===== src/rtl/kbd_pkg.sv =====
// Shared types and constants for the PS/2 scan-code decoder: event layout,
// scan-code-set-2 constants, PS/2 controller register map and FSM states.
package kbd_pkg;

  typedef struct packed {
    logic       sys;
    logic       brk;
    logic       ext;
    logic       perr;
    logic       caps;
    logic       alt;
    logic       ctrl;
    logic       shift;
    logic [7:0] code;
  } kbd_evt_t;

  localparam logic [7:0] SC_E0     = 8'hE0;
  localparam logic [7:0] SC_E1     = 8'hE1;
  localparam logic [7:0] SC_F0     = 8'hF0;
  localparam logic [7:0] SC_BAT    = 8'hAA;
  localparam logic [7:0] SC_ACK    = 8'hFA;
  localparam logic [7:0] SC_RESEND = 8'hFE;
  localparam logic [7:0] SC_ERR0   = 8'h00;
  localparam logic [7:0] SC_ERR1   = 8'hFF;
  localparam logic [7:0] SC_LSHIFT = 8'h12;
  localparam logic [7:0] SC_RSHIFT = 8'h59;
  localparam logic [7:0] SC_CTRL   = 8'h14;
  localparam logic [7:0] SC_ALT    = 8'h11;
  localparam logic [7:0] SC_CAPS   = 8'h58;

  localparam logic [3:0] KBD_ADR_CODE = 4'd0;
  localparam logic [3:0] KBD_ADR_STAT = 4'd1;
  localparam logic [7:0] KBD_CLR_DATA = 8'h00;

  // Pause sends E1 followed by seven more bytes that carry no key information.
  localparam logic [2:0] KBD_E1_SKIP = 3'd7;

  typedef enum logic [2:0] {
    StIdle,
    StRdStat,
    StGap1,
    StRdCode,
    StGap2,
    StClr,
    StDecode,
    StHold
  } kbd_state_e;

  function automatic logic is_sys_code(input logic [7:0] code);
    return code inside {SC_BAT, SC_ACK, SC_RESEND, SC_ERR0, SC_ERR1};
  endfunction

endpackage


===== src/rtl/kbd_evt_fifo.sv =====
// Synchronous event FIFO; a push into a full FIFO is kept only when a pop
// happens in the same cycle, otherwise it is dropped and the sticky overflow set.
module kbd_evt_fifo #(
  parameter int unsigned Depth = 16,
  parameter int unsigned Width = 16
) (
  input  logic             clk_i,
  input  logic             rst_ni,
  input  logic             push_i,
  input  logic [Width-1:0] data_i,
  input  logic             pop_i,
  output logic [Width-1:0] data_o,
  output logic             empty_o,
  output logic             ovf_o,
  input  logic             ovf_clr_i
);

  localparam int unsigned AddrW = $clog2(Depth);
  localparam int unsigned CntW  = $clog2(Depth + 1);

  logic [Width-1:0] r_mem [Depth];
  logic [AddrW-1:0] r_wptr;
  logic [AddrW-1:0] r_rptr;
  logic [CntW-1:0]  r_count;
  logic             r_ovf;

  logic w_full;
  logic w_empty;
  logic w_pop;
  logic w_push;

  assign w_full  = (r_count == CntW'(Depth));
  assign w_empty = (r_count == '0);
  assign w_pop   = pop_i && !w_empty;
  assign w_push  = push_i && (!w_full || w_pop);

  always_ff @(posedge clk_i or negedge rst_ni) begin
    if (!rst_ni) begin
      r_wptr  <= '0;
      r_rptr  <= '0;
      r_count <= '0;
      r_ovf   <= 1'b0;
    end else begin
      if (w_push) r_wptr <= r_wptr + 1'b1;
      if (w_pop)  r_rptr <= r_rptr + 1'b1;
      if (w_push && !w_pop)      r_count <= r_count + 1'b1;
      else if (!w_push && w_pop) r_count <= r_count - 1'b1;
      // A drop in the same cycle as a clear leaves the flag set.
      if (push_i && !w_push) r_ovf <= 1'b1;
      else if (ovf_clr_i)    r_ovf <= 1'b0;
    end
  end

  always_ff @(posedge clk_i) begin
    if (w_push) r_mem[r_wptr] <= data_i;
  end

  assign data_o  = w_empty ? '0 : r_mem[r_rptr];
  assign empty_o = w_empty;
  assign ovf_o   = r_ovf;

endmodule


===== src/rtl/kbd_scan_decoder.sv =====
// Bus master that fetches scan codes from the PS/2 controller on irq, decodes
// set-2 prefixes and modifiers, and queues 16-bit key events for the CPU.
module kbd_scan_decoder #(
  parameter int unsigned pFifoDepth = 16,
  parameter int unsigned pTimeout   = 255
) (
  input  logic        clk_i,
  input  logic        rst_ni,
  input  logic        kbd_irq_i,
  output logic        m_cyc_o,
  output logic        m_stb_o,
  output logic        m_cs_o,
  output logic        m_we_o,
  output logic [3:0]  m_adr_o,
  output logic [7:0]  m_dat_o,
  input  logic        m_ack_i,
  input  logic [7:0]  m_dat_i,
  output logic        evt_valid_o,
  input  logic        evt_ready_i,
  output logic [15:0] evt_o,
  output logic        irq_o,
  output logic        ovf_o,
  input  logic        ovf_clr_i,
  output logic        tmo_o
);

  import kbd_pkg::*;

  localparam int unsigned TmoW = $clog2(pTimeout + 1);

  kbd_state_e      r_state;
  logic            r_bus;
  logic            r_we;
  logic [3:0]      r_adr;
  logic            r_perr;
  logic [7:0]      r_code;
  logic [TmoW-1:0] r_tmo_cnt;
  logic            r_tmo;

  logic       r_brk, r_ext;
  logic [2:0] r_e1_cnt;
  logic       r_lshift, r_rshift, r_ctrl, r_alt, r_caps;

  logic       w_brk, w_ext;
  logic [2:0] w_e1_cnt;
  logic       w_lshift, w_rshift, w_ctrl, w_alt, w_caps;
  logic       w_push;
  kbd_evt_t   w_evt;
  logic       w_tmo_hit;
  logic       w_empty;

  assign w_tmo_hit = (r_tmo_cnt == TmoW'(pTimeout - 1));

  always_comb begin
    w_push   = 1'b0;
    w_evt    = '0;
    w_brk    = r_brk;
    w_ext    = r_ext;
    w_e1_cnt = r_e1_cnt;
    w_lshift = r_lshift;
    w_rshift = r_rshift;
    w_ctrl   = r_ctrl;
    w_alt    = r_alt;
    w_caps   = r_caps;
    if (r_perr) begin
      w_push    = 1'b1;
      w_evt.sys = 1'b1;
      w_evt.perr = 1'b1;
      w_evt.code = r_code;
      w_brk    = 1'b0;
      w_ext    = 1'b0;
      w_e1_cnt = '0;
    end else if (r_e1_cnt != '0) begin
      w_e1_cnt = r_e1_cnt - 3'd1;
      if (r_e1_cnt == 3'd1) begin
        w_push     = 1'b1;
        w_evt.ext  = 1'b1;
        w_evt.code = SC_E1;
      end
    end else if (r_code == SC_E1) begin
      w_e1_cnt = KBD_E1_SKIP;
    end else if (r_code == SC_E0) begin
      w_ext = 1'b1;
    end else if (r_code == SC_F0) begin
      w_brk = 1'b1;
    end else if (is_sys_code(r_code)) begin
      w_push     = 1'b1;
      w_evt.sys  = 1'b1;
      w_evt.code = r_code;
      w_brk      = 1'b0;
      w_ext      = 1'b0;
    end else begin
      // E0 12 / E0 59 are fake shifts emitted around navigation keys.
      case (r_code)
        SC_LSHIFT: if (!r_ext) w_lshift = !r_brk;
        SC_RSHIFT: if (!r_ext) w_rshift = !r_brk;
        SC_CTRL:   w_ctrl = !r_brk;
        SC_ALT:    w_alt  = !r_brk;
        SC_CAPS:   if (!r_brk) w_caps = !r_caps;
        default:   ;
      endcase
      w_push      = 1'b1;
      w_evt.brk   = r_brk;
      w_evt.ext   = r_ext;
      w_evt.caps  = w_caps;
      w_evt.alt   = w_alt;
      w_evt.ctrl  = w_ctrl;
      w_evt.shift = w_lshift | w_rshift;
      w_evt.code  = r_code;
      w_brk       = 1'b0;
      w_ext       = 1'b0;
    end
  end

  always_ff @(posedge clk_i or negedge rst_ni) begin
    if (!rst_ni) begin
      r_state   <= StIdle;
      r_bus     <= 1'b0;
      r_we      <= 1'b0;
      r_adr     <= '0;
      r_perr    <= 1'b0;
      r_code    <= '0;
      r_tmo_cnt <= '0;
      r_tmo     <= 1'b0;
      r_brk     <= 1'b0;
      r_ext     <= 1'b0;
      r_e1_cnt  <= '0;
      r_lshift  <= 1'b0;
      r_rshift  <= 1'b0;
      r_ctrl    <= 1'b0;
      r_alt     <= 1'b0;
      r_caps    <= 1'b0;
    end else begin
      r_tmo     <= 1'b0;
      r_tmo_cnt <= (r_bus && !m_ack_i) ? r_tmo_cnt + 1'b1 : '0;
      unique case (r_state)
        StIdle: begin
          if (kbd_irq_i) begin
            r_bus   <= 1'b1;
            r_we    <= 1'b0;
            r_adr   <= KBD_ADR_STAT;
            r_state <= StRdStat;
          end
        end
        StRdStat, StRdCode, StClr: begin
          if (m_ack_i) begin
            r_bus <= 1'b0;
            r_we  <= 1'b0;
            r_adr <= '0;
            if (r_state == StRdStat) begin
              r_perr  <= m_dat_i[0];
              r_state <= StGap1;
            end else if (r_state == StRdCode) begin
              r_code  <= m_dat_i;
              r_state <= StGap2;
            end else begin
              r_state <= StDecode;
            end
          end else if (w_tmo_hit) begin
            r_bus   <= 1'b0;
            r_we    <= 1'b0;
            r_adr   <= '0;
            r_tmo   <= 1'b1;
            r_state <= StIdle;
          end
        end
        StGap1: begin
          r_bus   <= 1'b1;
          r_we    <= 1'b0;
          r_adr   <= KBD_ADR_CODE;
          r_state <= StRdCode;
        end
        StGap2: begin
          r_bus   <= 1'b1;
          r_we    <= 1'b1;
          r_adr   <= KBD_ADR_STAT;
          r_state <= StClr;
        end
        StDecode: begin
          r_brk    <= w_brk;
          r_ext    <= w_ext;
          r_e1_cnt <= w_e1_cnt;
          r_lshift <= w_lshift;
          r_rshift <= w_rshift;
          r_ctrl   <= w_ctrl;
          r_alt    <= w_alt;
          r_caps   <= w_caps;
          r_state  <= StHold;
        end
        StHold:  r_state <= StIdle;
        default: r_state <= StIdle;
      endcase
    end
  end

  kbd_evt_fifo #(
    .Depth (pFifoDepth),
    .Width ($bits(kbd_evt_t))
  ) u_fifo (
    .clk_i     (clk_i),
    .rst_ni    (rst_ni),
    .push_i    (w_push && (r_state == StDecode)),
    .data_i    (w_evt),
    .pop_i     (evt_ready_i),
    .data_o    (evt_o),
    .empty_o   (w_empty),
    .ovf_o     (ovf_o),
    .ovf_clr_i (ovf_clr_i)
  );

  assign m_cyc_o     = r_bus;
  assign m_stb_o     = r_bus;
  assign m_cs_o      = r_bus;
  assign m_we_o      = r_we;
  assign m_adr_o     = r_adr;
  assign m_dat_o     = KBD_CLR_DATA;
  assign tmo_o       = r_tmo;
  assign evt_valid_o = !w_empty;
  assign irq_o       = !w_empty;

endmodule


===== config.mk =====
export PLATFORM = sky130hd
export DESIGN_NAME = kbd_scan_decoder
export DESIGN_NICKNAME = d
export VERILOG_FILES = /design/src/rtl/kbd_pkg.sv /design/src/rtl/kbd_evt_fifo.sv /design/src/rtl/kbd_scan_decoder.sv
export SDC_FILE = /design/constraint.sdc
export NUM_CORES = 1
export LEC_CHECK = 0
export ABC_AREA = 1
export ABC_CLOCK_PERIOD_IN_PS = 2510
export CORE_MARGIN = 2
export CORE_UTILIZATION = 45
export CTS_CLUSTER_DIAMETER = 100
export DETAILED_ROUTE_END_ITERATION = 10
export REMOVE_ABC_BUFFERS = 1
export SYNTH_ARGS = -nofsm -noshare
export SYNTH_HDL_FRONTEND = slang
export SYNTH_SLANG_ARGS = --single-unit

===== constraint.sdc =====
create_clock -name clk_i -period 2.51 [get_ports clk_i]
set_clock_uncertainty 0.1 [all_clocks]
set_input_delay 0.251 -clock clk_i [delete_from_list [all_inputs] [get_ports clk_i]]
set_output_delay 0.251 -clock clk_i [all_outputs]
set_load 0.01 [all_outputs]

# Yosys cells after proc, flatten, opt, wreduce, memory -nomap -nowiden
# Memory sizes are Yosys's and may differ from the RTL's.
# Index checks and enable logic that the tools add are counted.
totals:
  in_bits: 14
  elab_cells: 184
  ram_bits: 256
  out_inout_bits: 36
  ff_bits: 51
  n_memories: 1
classes:
  n_bitwise: 8
  reduce_logical: 36
  add_sub_neg: 6
  eq_ne: 28
  n_mux: 85
mem_list:
  columns: ["memory", "depth", "width", "rd", "rd_clocked_by_memory_dff", "write_ports", "line", "rtl"]
  rows:
  - ["u_fifo.r_mem", 16, 16, 1, 0, 1, "kbd_evt_fifo.sv:21", "logic [Width-1:0] r_mem [Depth];"]
ops:
  columns: ["op", "n"]
  rows:
  - ["equality test 8 bit, second input constant", 8]
  - ["2-to-1 mux 1 bit", 51]
  - ["2-to-1 mux 12 bit", 3]
  - ["2-to-1 mux 8 bit", 4]
  - ["2-to-1 mux 3 bit", 10]
  - ["equality test 8 x 5 -> 1 bit, second input constant", 3]
  - ["2-to-1 mux 4 bit", 6]
  - ["one-hot mux 3 bit (6 select lines)", 1]
  - ["equality test 8 x 7 -> 1 bit, second input constant", 2]
  - ["2-to-1 mux 16 bit", 1]
  - ["one-hot mux 4 bit (4 select lines)", 1]
  - ["equality test 3 bit, second input constant", 4]
  - ["AND reduction 4 bit", 3]
  - ["2-to-1 mux 5 bit", 2]
  - ["AND reduction 3 bit", 3]
  - ["nonzero test 3 bit", 3]
  - ["adder 4 x 1 -> 4 bit, second input constant", 2]
  - ["adder 8 x 1 -> 8 bit, second input constant", 1]
  - ["zero test 8 bit", 1]
  - ["2-to-1 mux 2 bit", 4]
  - ["!= test 2 bit, second input constant", 4]
  - ["logical AND 1 bit", 7]
  - ["zero test 1 bit", 7]
  - ["NOT 1 bit", 7]
  - ["other kinds (20)", 25]

# Depth between registers and ports, before layout
# Gate-level depths: netlist of the first run.
logic_depth:
  word_depth: 16
  ltp_mapped: 19
  mapped_depth_nobuf: 18

# Hierarchy
# A second synthesis of the first run with hierarchy kept.
unflattened:
  hier_cells: 1254
  hier_area_um2: 13280.2
modules_own_cells:
  columns: ["module", "area_per_inst_um2", "seq_area_each_um2", "n_inst", "cells_each"]
  rows:
  - ["kbd_evt_fifo", 11118.2, 8037.7, 1, 952]
  - ["kbd_scan_decoder", 2162.1, 850.8, 1, 302]

# Least setup slack after synthesis of the first run
# Ideal clock, no wire load.
synth_timing:
  path_type: "reg2reg"
  startpoint: "register r_e1_cnt[0]"
  endpoint: "register u_fifo.r_count[4]"
  arrival_ns: 2.479
  path_buffers: 1
  path_slack_ns: -0.151
  setup_ns: 0.083
  stages_incl_launch_ff: 19
  period_less_slack_ns: 2.661
  path_cell_list: "dfrtp_1 inv_1 ha_1 nand2_1 a21oi_2 nand2_2 nand3_4 nand3_2 buf_4 inv_1 ha_1 inv_1 fa_1 nand2_1 nand2_1 a21oi_1 xor2_1 nand2_1 o21ai_0"
synth_between:
  elab_chain_cells: 9
synth_rtl:
  columns: ["element", "line", "rtl"]
  rows:
  - ["start, declared", "kbd_scan_decoder.sv:41", "logic [2:0] r_e1_cnt;"]
  - ["start signal, assigned", "kbd_scan_decoder.sv:182", "r_e1_cnt <= w_e1_cnt;"]
  - ["equality test 3 x 1 -> 1 bit", "kbd_scan_decoder.sv:75", "if (r_e1_cnt == 3'd1) begin"]
  - ["2-to-1 mux 1 bit", "kbd_scan_decoder.sv:75", null]
  - ["2-to-1 mux 1 bit *", "kbd_scan_decoder.sv:73", "end else if (r_e1_cnt != '0) begin"]
  - ["2-to-1 mux 1 bit *", "kbd_scan_decoder.sv:65", "if (r_perr) begin"]
  - ["logical AND 1 bit *", "kbd_scan_decoder.sv:202", ".push_i (w_push && (r_state == StDecode)),"]
  - ["logical AND 1 bit *", "kbd_evt_fifo.sv:35", "assign w_push = push_i && (!w_full || w_pop);"]
  - ["via u_fifo.w_push", "kbd_evt_fifo.sv:30", "logic w_push;"]
  - ["zero test 1 bit", "kbd_evt_fifo.sv:47", "else if (!w_push && w_pop) r_count <= r_count - 1'b1;"]
  - ["logical AND 1 bit", "kbd_evt_fifo.sv:47", null]
  - ["nonzero test 2 bit (no source line)", null, null]
  - ["end signal, assigned", "kbd_evt_fifo.sv:46", "if (w_push && !w_pop) r_count <= r_count + 1'b1;"]
  - ["end signal, assigned", "kbd_evt_fifo.sv:47", null]
  - ["end, declared", "kbd_evt_fifo.sv:24", "logic [CntW-1:0] r_count;"]
# Mark *: on every way through the listed nets, which the timed path passes. The rest lies on a longest branch.
# A chain may end at the register's enable or synchronous reset.

# Worst setup path in the final report of the first run
layout_timing:
  startpoint: "register u_fifo.r_rptr[0]"
  endpoint: "output evt_o[12]"
layout_between:
  elab_chain_cells: 2
layout_rtl:
  columns: ["element", "line", "rtl"]
  rows:
  - ["start, declared", "kbd_evt_fifo.sv:23", "logic [AddrW-1:0] r_rptr;"]
  - ["start signal, assigned", "kbd_evt_fifo.sv:45", "if (w_pop) r_rptr <= r_rptr + 1'b1;"]
  - ["memory read (16 x 16 bit)", null, null]
  - ["2-to-1 mux 16 bit", "kbd_evt_fifo.sv:58", "assign data_o = w_empty ? '0 : r_mem[r_rptr];"]
  - ["end, declared", "kbd_scan_decoder.sv:20", "output logic [15:0] evt_o,"]
# Every way passes these cells.

==> reports/qor.csv, run 1 <==
metric,value,unit
grt_pass1_wl,50700,µm
setup_repair_after_global_routing_missed_its_margin,yes,
detail_route.drc_violations,0,
reported_max_cap_violation_count,0,
synthesis.instances,1220,
report.final.setup_viol,12,
timing.reg2reg.worst_path_depth,17,
route.vias.total,9359,
cts_buffers,34,
numClockSinks,304,
core_area,28900,µm²
netlist_area,13300,µm²
nFillCells,2348,
synth-edff-count,256,
critical_path_required,2.16,ns
overflow,0,
finalNonFillerCells,1768,
htreeDepth,2,
drtPass1Iterations,5,
power_per_cell_area,1220,nW/µm²
flow.area_growth_from_synthesis,26.7,%
via_per_inst,5.29,
crit_start,u_fifo.r_rptr[0],
clock_tree_from_tritoncts,done,
post_synthesis_average_cell_area,10.9,µm²
cts-root-buf,clkbuf_16,
final_layout_size_suffix_gt1_share,23.6,%
number_of_buffers_added_on_ports,38,
synth_top_area_cell,edfxtp_1,
finalWorstSetupSlack,-0.142,ns
timing.max_slew.rel_slack,53.8,%
wl_per_cell,18.8,µm
reg2reg_from,r_e1_cnt[0],
worst_ir_drop_vdd,877,µV
global_routing_usage_summed_across_all_routing_layers,21.5,%
final.setup.tns,-0.590,ns
die_width,176,µm
synth.top_cells.by_area,"edfxtp_1 (58%), dfrtp_1 (9.1%), nand2_1 (9.0%), a21oi_1 (3.7%), nor2_1 (3.6%)",
start_util,46.0,%
synth_top_area_share,58.0,%
synth-seq-area-share,67.0,%
cpMaxStageDelayCell,dfrtp_4,
leakage,6.38,nW
antenna_cells_inserted,0,
net_total_in_the_final_layout,1389,
endpoint_kind,output port,
yosys_most_used_dff,edfxtp_1,
timing.critical_path.from_type,flop,
postLayoutCoreUtil,58.2,%
timing.setup.critical_path_class,flop to output port,
worst_pin_slew,0.692,ns
clock_path_buffers,3,
design.die.area,30900,µm²
worst_ep_arrival_time,2.30,ns
finalWeightedCongestion,0.827,
flop_and_latch_count_out_of_synthesis,304,
timing.critical_path.fanout_max,9,
post-route-min-period,2.65,ns
dp.cells,1681,
number_of_global_route_vias_before_repair,9264,
fmax,377,MHz
violations_in_the_final_reports,setup timing,
route.final.wire_length,33300,µm
synth_top_cells_by_count,"nand2_1 (318), edfxtp_1 (256), nor2_1 (126)",
initialDrtViolationCount,665,
finalHoldViolations,0,
ant_nets,0,
crit_path_max_incr_delay,0.55,ns
post-synth-top-count-cell,nand2_1,
power.total,20.5,mW
status,"finished, violations left",
hold_path_class,input pin to asynchronous set/reset pin,
dp_hpwl,19600,µm
clock_insertion_delay_worst_skew,0.51,ns
netlist-cell-type-count,41,
ys_async_sr_fraction,15.8,%
critical_path.cell_chain,clkinv_8 -> buf_4 -> buf_12 -> nand2_1 -> nand3_1 -> nand2_1 -> a21oi_2 -> o31ai_2 -> a21oi_2 -> buf_2,
synthesis.yosys.warnings,0,
clkSlewWorstSetupHoldPaths,0.06,ns
fp-row-count,62,
pin_count,50,
antenna_violations_before_repair,0,
pin_count_of_the_biggest_net_entering_global_routing,66,
finalMaxSlewViolations,0,
period_utilization,106,%
die_height,176,µm
## sequential cells by signal (all words and copies together), names as in the netlist, 3 cells and up
name,flops
u_fifo.r_mem,256
u_fifo.r_rptr,4
r_code,8
r_e1_cnt,3
u_fifo.r_wptr,4
r_state,3
u_fifo.r_count,5
r_tmo_cnt,8
## through the flow
step | hold WS [ns] | setup WS [ns] | instance area (µm²)
CTS | 0.0975 | -0.112 | 16400
finish | 0.101 | -0.142 | 16800
detailed placement | 0.119 | -0.100 | 14800
global placement | 0.115 | -0.164 | 14800
floorplan | -0.145 | -1.98 | 12900
global route | 0.129 | -0.209 | 16800
## path summary, 6_finish.rpt
| check | end | slack [ns] |
|---|---|---|
| setup / recovery | evt_o[12] | -0.14 |
| hold / removal | u_fifo.r_rptr[2] | 0.10 |
| setup reg to reg | u_fifo.r_count[4] | 0.07 |
| hold reg to reg | r_ctrl | 0.37 |
| max in group asynchronous | u_fifo.r_count[1] | 1.68 |
| min in group clk_i | u_fifo.ovf_o | 0.22 |
## repair_timing
item,4_1_cts,5_1_grt
hold buffers,1,0
pin swaps,37,39
cloned,5,6
endpoints found under the setup margin,106,181
hold endpoints to repair,48,0
gates resized for setup,139,79
setup buffers,15,4
## layout by cell type, fill, tap and decap left out, types with 16 or more instances in the layout
master,count
dfrtp_1,46
o21ai_0,39
nor2_1,103
nand3_1,75
inv_1,43
clkbuf_16,41
nor2_2,16
a21oi_2,33
a21oi_1,66
nand2_1,302
buf_4,79
buf_2,17
clkdlybuf4s50_1,21
edfxtp_1,256
nand2_2,19
o31ai_1,18
buf_12,26
## worst max-delay path: cells and delay by family, from the launching register on
family	cells	cell delay [ns]
DFF	1	0.55
buffers and inverters	4	0.53
AOI/OAI and AO/OA	3	0.48
and+or+nand+nor	3	0.21
## per-layer routing
layer	vias up	track usage [%]	wire [µm]
li1	4488	-	-
met5	-	0	0
met4	0	7.30	1020
met3	67	3.31	1900
met1	4508	28.3	14000
met2	296	36.7	16300
## area by class of cell
type	instances	area (µm²)	share of cell area, %
tap	384	480	2.86
timing repair buffer	166	1850	11.0
multi-input combinational	798	4210	25.0
clock inverter	12	165	0.983
inverter	56	223	1.33
clock buffer	48	975	5.80
sequential	304	8890	52.9
## logic make-up (layout without fill, tap and decap cells)
group	Yosys count	after routing	synth area share [%]
and+or+nand+nor	563	563	17.7
DFF	304	304	67.0
AOI/OAI and AO/OA	199	199	8.31
buffers and inverters	128	282	4.82
adders and majority gates	15	15	1.47
xor gates and xnor gates	10	10	0.660
other	1	11	0.0283
## where the power goes
group / total [mW] / internal [mW] / switching [mW]
Combinational: 8.80 / 3.58 / 5.23
Clock: 4.99 / 3.03 / 1.96
Sequential: 6.68 / 6.40 / 0.281
No activity file was read; power rests on OpenSTA's default activity.
==> inputs of run 2 (changes only) <==
Settings changed: ABC_AREA 1 to not set.
==> reports/qor.csv, run 2 <==
metric,value,unit,change
clock_tree_from_tritoncts,done,,unchanged
power_per_cell_area,1180,nW/µm²,was 1220 nW/µm²
reported_max_cap_violation_count,0,,unchanged
synthesis.yosys.warnings,0,,unchanged
crit_path_max_incr_delay,0.50,ns,was 0.55 ns
clock_insertion_delay_worst_skew,0.49,ns,was 0.51 ns
endpoint_kind,output port,,unchanged
dp_hpwl,17300,µm,"was 19,600 µm"
report.final.setup_viol,16,,was 12
design.die.area,29200,µm²,"was 30,900 µm²"
critical_path.cell_chain,buf_12 -> buf_8 -> buf_12 -> mux4_2 -> mux2i_1 -> o22ai_2 -> buf_2,,was clkinv_8 -> buf_4 -> buf_12 -> nand2_1 -> nand3_1 -> nand2_1 -> a21oi_2 -> o31ai_2 -> a21oi_2 -> buf_2
start_util,45.4,%,was 46.0%
htreeDepth,2,,unchanged
timing.critical_path.from_type,flop,,unchanged
post_synthesis_average_cell_area,18.2,µm²,was 10.9 µm²
registers_with_the_most_flip_flops,"u_fifo.r_mem (256), r_code (8), r_tmo_cnt (8)",,unchanged
critical_path_required,2.16,ns,about the same
number_of_buffers_added_on_ports,38,,unchanged
final.setup.tns,-1.03,ns,was -0.590 ns
pin_count_of_the_biggest_net_entering_global_routing,39,,was 66
flop_and_latch_count_out_of_synthesis,304,,unchanged
cts-root-buf,clkbuf_16,,unchanged
power.total,18.4,mW,was 20.5 mW
timing.critical_path.fanout_max,8,,was 9
timing.reg2reg.worst_path_depth,13,,was 17
worst_setup_path_endpoint,evt_o[12],,unchanged
synth.top_cells.by_area,"edfxtp_1 (61%), mux4_2 (11%), dfrtp_1 (9.6%), mux2i_1 (3.0%), ha_1 (1.4%)",,"was edfxtp_1 (58%), dfrtp_1 (9.1%), nand2_1 (9.0%), a21oi_1 (3.7%), nor2_1 (3.6%)"
synth_top_area_share,61.2,%,was 58.0%
synthesis.instances,689,,"was 1,220"
global_routing_usage_summed_across_all_routing_layers,19.6,%,was 21.5%
timing.setup.critical_path_class,flop to output port,,unchanged
post-synth-top-count-cell,edfxtp_1,,was nand2_1
crit_start,u_fifo.r_rptr[0],,unchanged
cellInternalPower,12.8,mW,was 13.0 mW
die_height,171,µm,was 176 µm
netlist-cell-type-count,56,,was 41
setup_repair_after_global_routing_missed_its_margin,yes,,unchanged
die_width,171,µm,was 176 µm
final_layout_size_suffix_gt1_share,34.5,%,was 23.6%
share_clk_of_total_power,26.2,%,was 24.4%
timing.hold.ws,0.226,ns,was 0.101 ns
finalWeightedCongestion,0.818,,was 0.827
net_total_in_the_final_layout,875,,"was 1,389"
route.final.wire_length,27600,µm,"was 33,300 µm"
via_per_inst,5.45,,was 5.29
period_utilization,106,%,about the same
area_of_the_multi_input_gates,3590,µm²,was 4210 µm²
rrSetupSlack,-0.08,ns,was 0.07 ns
numClockSinks,304,,unchanged
worst_ir_drop_vdd,542,µV,was 877 µV
worst_pin_slew,0.688,ns,was 0.692 ns
p_seq_share,36.3,%,was 32.6%
fmax,375,MHz,was 377 MHz
finalHoldViolations,0,,unchanged
wl_per_cell,22.1,µm,was 18.8 µm
layout.cells.most_common_list,"edfxtp_1 (256), buf_4 (90), mux4_2 (64)",,"was nand2_1 (302), edfxtp_1 (256), nor2_1 (103)"
worst_ep_arrival_time,2.32,ns,was 2.30 ns
finalNonFillerCells,1247,,"was 1,768"
synth-seq-area-share,70.8,%,was 67.0%
initialDrtViolationCount,461,,was 665
final_common_cell,edfxtp_1,,was nand2_1
max_flop_register,u_fifo.r_mem,,unchanged
grt_pass1_wl,42300,µm,"was 50,700 µm"
clkSlewWorstSetupHoldPaths,0.06,ns,about the same
reg2reg_from,r_e1_cnt[0],,unchanged
yosys_most_used_dff,edfxtp_1,,unchanged
ys_async_sr_fraction,15.8,%,unchanged
cpMaxStageDelayCell,dfrtp_4,,unchanged
status,"finished, violations left",,unchanged
largest_reg_flops,256,,unchanged
ant_nets,0,,unchanged
flow.area_growth_from_synthesis,24.3,%,was 26.7%
drtPass1Iterations,5,,unchanged
route.vias.total,6794,,"was 9,359"
hold_path_class,input pin to asynchronous set/reset pin,,unchanged
nFillCells,2140,,"was 2,348"
synth_top_cells_by_count,"edfxtp_1 (256), mux4_2 (64), dfrtp_1 (48)",,"was nand2_1 (318), edfxtp_1 (256), nor2_1 (126)"
timing.max_slew.rel_slack,54.1,%,was 53.8%
power.share.switching,30.8,%,was 36.5%
detail_route.drc_violations,0,,unchanged
power.share.combinational,37.5,%,was 43.0%
fp-row-count,61,,was 62
finalMaxSlewViolations,0,,unchanged
netlist_area,12600,µm²,"was 13,300 µm²"
clock_path_buffers,3,,unchanged
post-route-min-period,2.67,ns,was 2.65 ns
antenna_cells_inserted,0,,unchanged
cts_buffers,34,,unchanged
antenna_violations_before_repair,0,,unchanged
sw_pwr,5.67,mW,was 7.47 mW
register_area,8890,µm²,about the same
synth_top_area_cell,edfxtp_1,,unchanged
number_of_global_route_vias_before_repair,7140,,"was 9,264"
synth-edff-count,256,,unchanged
dp.cells,1166,,"was 1,681"
pin_count,50,,unchanged
timing.critical_path.mode_cell,buf_12,,
violations_in_the_final_reports,setup timing,,unchanged
overflow,0,,unchanged
core_area,27600,µm²,"was 28,900 µm²"
regToRegEndpoint,u_fifo.r_count[4],,unchanged
finalWorstSetupSlack,-0.159,ns,was -0.142 ns
leakage,5.56,nW,was 6.38 nW
## run 2: power groups by stage
| stage | registers, mW | clock network (mW) | logic [mW] |
|---|---|---|---|
| 6_report | 6.69 | 4.82 | 6.91 |
| 5_1_grt | 6.73 | 5.15 | 7.46 |
| 4_1_cts | 6.67 | 4.93 | 6.89 |
| 3_5_place_dp | 6.81 | 0 | 6.21 |
| 3_3_place_gp | 6.78 | 0 | 6.04 |
| 2_1_floorplan | 7.28 | 0 | 3.07 |
## run 2: per-layer routing
metal  vias up  GRT usage, %  share of wire, %
met2       191          32.9                50
met3        54          3.47               4.7
met5         -             0                 0
met4         0          6.56               2.9
li1       3026             -                 -
met1      3523          26.0                42
## run 2: cell families (layout without fill, tap and decap cells)
| kind of cell | Yosys count | in the layout | share of synthesized area, % |
|---|---|---|---|
| other | 1 | 11 | 0.0299 |
| DFF | 304 | 304 | 70.8 |
| adders and majority gates | 15 | 15 | 1.55 |
| buffers and inverters | 62 | 232 | 2.56 |
| and+or+nand+nor | 117 | 117 | 5.28 |
| muxes | 114 | 114 | 15.6 |
| xor gates and xnor gates | 19 | 19 | 1.33 |
| AOI/OAI and AO/OA | 57 | 57 | 2.85 |
## run 2: through the flow
step	area, µm²	setup slack (ns)	util [%]
after floorplan	12300	-1.39	-
after global placement	14100	-0.138	50.9
after detailed placement	14100	-0.297	50.9
after CTS	15500	-0.213	56.3
after global routing	15600	-0.224	56.5
final	15600	-0.159	56.5
## run 2: cell type report
cell class              instances  share of cell area (%)
clock buffers                  47                    6.04
clock inverters                12                   0.930
inverters                      15                   0.377
multi-input cells             333                    23.0
flip-flops and latches        304                    57.0
well taps                     378                    3.03
repair buffers                158                    9.59
## run 2: worst min-delay path by stage
stage	start	to	slack (ns)	cells past startpoint
6_report	rst_ni	m_cs_o	0.23	2
3_5_place_dp	rst_ni	m_cs_o	0.23	1
5_1_grt	ovf_clr_i	u_fifo.ovf_o	0.23	2
2_1_floorplan	rst_ni	m_adr_o[0]	-0.14	0
3_3_place_gp	rst_ni	m_cs_o	0.20	1
4_1_cts	ovf_clr_i	u_fifo.ovf_o	0.21	2
## run 2: what timing repair did
item / in CTS / in global routing
pin swaps: 19 / 20
gates cloned: 4 / 0
endpoints found under the hold margin: 27 / 0
endpoints found under the setup margin: 46 / 35
buffers inserted: 16 / 5
hold buffers: 1 / 0
gates resized for setup: 109 / 20
## run 2: worst max-delay path, delay by kind of cell (launching register included)
kind | cells | cell delay (ns)
buf+inv | 4 | 0.58
compound gates | 1 | 0.13
mux | 2 | 0.60
flops | 1 | 0.50
==> inputs of run 3 (changes only) <==
Settings changed: REMOVE_ABC_BUFFERS 1 to not set.
==> reports/qor.csv, run 3 (same netlist as run 2, synthesis figures left out) <==
metric,value,unit,change
via_per_inst,5.52,,was 5.45
period_utilization,112,%,was 106%
pin_count,50,,unchanged
met2_wirelength,14100,µm,"was 13,800 µm"
route.final.wire_length,28300,µm,"was 27,600 µm"
hold_path_class,input pin to asynchronous set/reset pin,,unchanged
dp_hpwl,16900,µm,"was 17,300 µm"
report.final.setup_viol,18,,was 16
route.vias.total,6868,,"was 6,794"
power_per_cell_area,1180,nW/µm²,about the same
clock_tree_from_tritoncts,done,,unchanged
registers_with_the_most_flip_flops,"u_fifo.r_mem (256), r_code (8), r_tmo_cnt (8)",,unchanged
wl_per_cell,22.8,µm,was 22.1 µm
timing.hold.ws,0.150,ns,was 0.226 ns
timing.setup.critical_path_class,flop to output port,,unchanged
clock_insertion_delay_worst_skew,0.56,ns,was 0.49 ns
timing.critical_path.fanout_max,6,,was 8
largest_reg_flops,256,,unchanged
violations_in_the_final_reports,setup timing,,unchanged
endpoint_kind,output port,,unchanged
numClockSinks,304,,unchanged
topRoutingLayerUsed,met5,,was met4
timing.max_slew.rel_slack,56.7,%,was 54.1%
flow.area_growth_from_synthesis,25.9,%,was 24.3%
timing.critical_path.from_type,flop,,unchanged
crit_path_max_incr_delay,0.54,ns,was 0.50 ns
setup_repair_after_global_routing_missed_its_margin,yes,,unchanged
start_util,45.4,%,unchanged
drt-met1-wl,11800,µm,"was 11,700 µm"
final_layout_size_suffix_gt1_share,35.5,%,was 34.5%
antenna_violations_before_repair,1,,was 0
clkSlewWorstSetupHoldPaths,0.06,ns,about the same
post-route-min-period,2.81,ns,was 2.67 ns
cpMaxStageDelayCell,dfrtp_4,,unchanged
critical_path.cell_chain,buf_12 -> buf_12 -> buf_16 -> mux4_2 -> mux2i_1 -> o22ai_2 -> buf_2,,was buf_12 -> buf_8 -> buf_12 -> mux4_2 -> mux2i_1 -> o22ai_2 -> buf_2
reported_max_cap_violation_count,0,,unchanged
worst_ir_drop_vdd,833,µV,was 542 µV
status,"finished, violations left",,unchanged
die_height,171,µm,unchanged
global_routing_usage_summed_across_all_routing_layers,19.8,%,was 19.6%
net_total_in_the_final_layout,871,,was 875
critical_path_required,2.16,ns,about the same
max_flop_register,u_fifo.r_mem,,unchanged
finalHoldViolations,0,,unchanged
power.total,18.6,mW,was 18.4 mW
layout.cells.most_common_list,"edfxtp_1 (256), buf_4 (68), mux4_2 (64)",,"was edfxtp_1 (256), buf_4 (90), mux4_2 (64)"
finalMaxSlewViolations,0,,unchanged
leakage,5.62,nW,was 5.56 nW
final_common_cell,edfxtp_1,,unchanged
detail_route.drc_violations,0,,unchanged
clock_path_buffers,3,,unchanged
design.die.area,29200,µm²,unchanged
htreeDepth,1,,was 2
met3WireLength,1640,µm,was 1290 µm
fmax,356,MHz,was 375 MHz
grt_pass1_wl,42700,µm,"was 42,300 µm"
ant_nets,0,,unchanged
number_of_buffers_added_on_ports,38,,unchanged
rrSetupSlack,-0.05,ns,was -0.08 ns
cts_buffers,31,,was 34
pin_count_of_the_biggest_net_entering_global_routing,29,,was 39
core_area,27600,µm²,unchanged
worst_pin_slew,0.649,ns,was 0.688 ns
die_width,171,µm,unchanged
antenna_cells_inserted,0,,unchanged
finalWeightedCongestion,0.835,,was 0.818
worst_ep_arrival_time,2.45,ns,was 2.32 ns
finalWorstSetupSlack,-0.295,ns,was -0.159 ns
initialDrtViolationCount,559,,was 461
drtPass1Iterations,4,,was 5
cts-root-buf,clkbuf_16,,unchanged
timing.critical_path.mode_cell,buf_12,,unchanged
overflow,0,,unchanged
number_of_global_route_vias_before_repair,7233,,"was 7,140"
fp-row-count,61,,unchanged
-- run 3: worst max-delay path, delay by kind of cell (launching register included) --
kind | cells | cell delay, ns
compound gates | 1 | 0.13
mux | 2 | 0.62
buf+inv | 4 | 0.60
flops | 1 | 0.54
-- run 3: power by group --
group | total (mW) | switching [mW] | internal, mW
clock network | 4.48 | 1.90 | 2.58
registers | 6.78 | 0.379 | 6.40
logic | 7.34 | 3.59 | 3.75
total | 18.6 | 5.87 | 12.7
-- run 3: worst paths after layout --
| path | startpoint | to | cells past startpoint |
|---|---|---|---|
| max | u_fifo.r_rptr[0] | evt_o[0] | 7 |
| min | rst_ni | tmo_o | 2 |
| max reg2reg | r_e1_cnt[1] | u_fifo.r_count[4] | 13 |
| min reg2reg | r_caps | r_caps | 1 |
| max in group asynchronous | rst_ni | r_code[6] | 3 |
| min in group clk_i | ovf_clr_i | u_fifo.ovf_o | 2 |
-- run 3: timing repair --
item,4_1_cts,5_1_grt
setup endpoints to repair,52,91
gates cloned,6,1
buffers inserted,18,7
pin swaps,19,10
resized for setup,97,16
endpoints found under the hold margin,27,0
hold buffers,1,0
-- run 3: per-layer routing --
metal / vias up / global-route usage [%]
met1: 3583 / 26.4
met2: 219 / 33.7
met3: 50 / 3.33
met5: - / 0
li1: 3014 / -
met4: 2 / 5.49
-- run 3: cell type report --
class	instances	area, µm²
Sequential cell	304	8890
Multi-Input combinational cell	333	3580
Fill cell	2115	11800
Inverter	15	58.8
Timing Repair Buffer	157	1790
Tap cell	378	473
Clock inverter	22	208
Clock buffer	35	791
-- run 3: through the flow --
stage	instance area [µm²]	utilization, %	setup TNS, ns	setup WS [ns]	cells
after detailed placement	14200	51.5	-1.98	-0.0916	1157
after CTS	15700	56.8	-3.70	-0.309	1238
after global placement	14200	51.5	-0.0498	-0.0285	1157
final	15800	57.2	-3.32	-0.295	1244
after floorplan	12700	-	-0.0528	-0.0438	699
after global routing	15800	57.2	-4.89	-0.370	1244
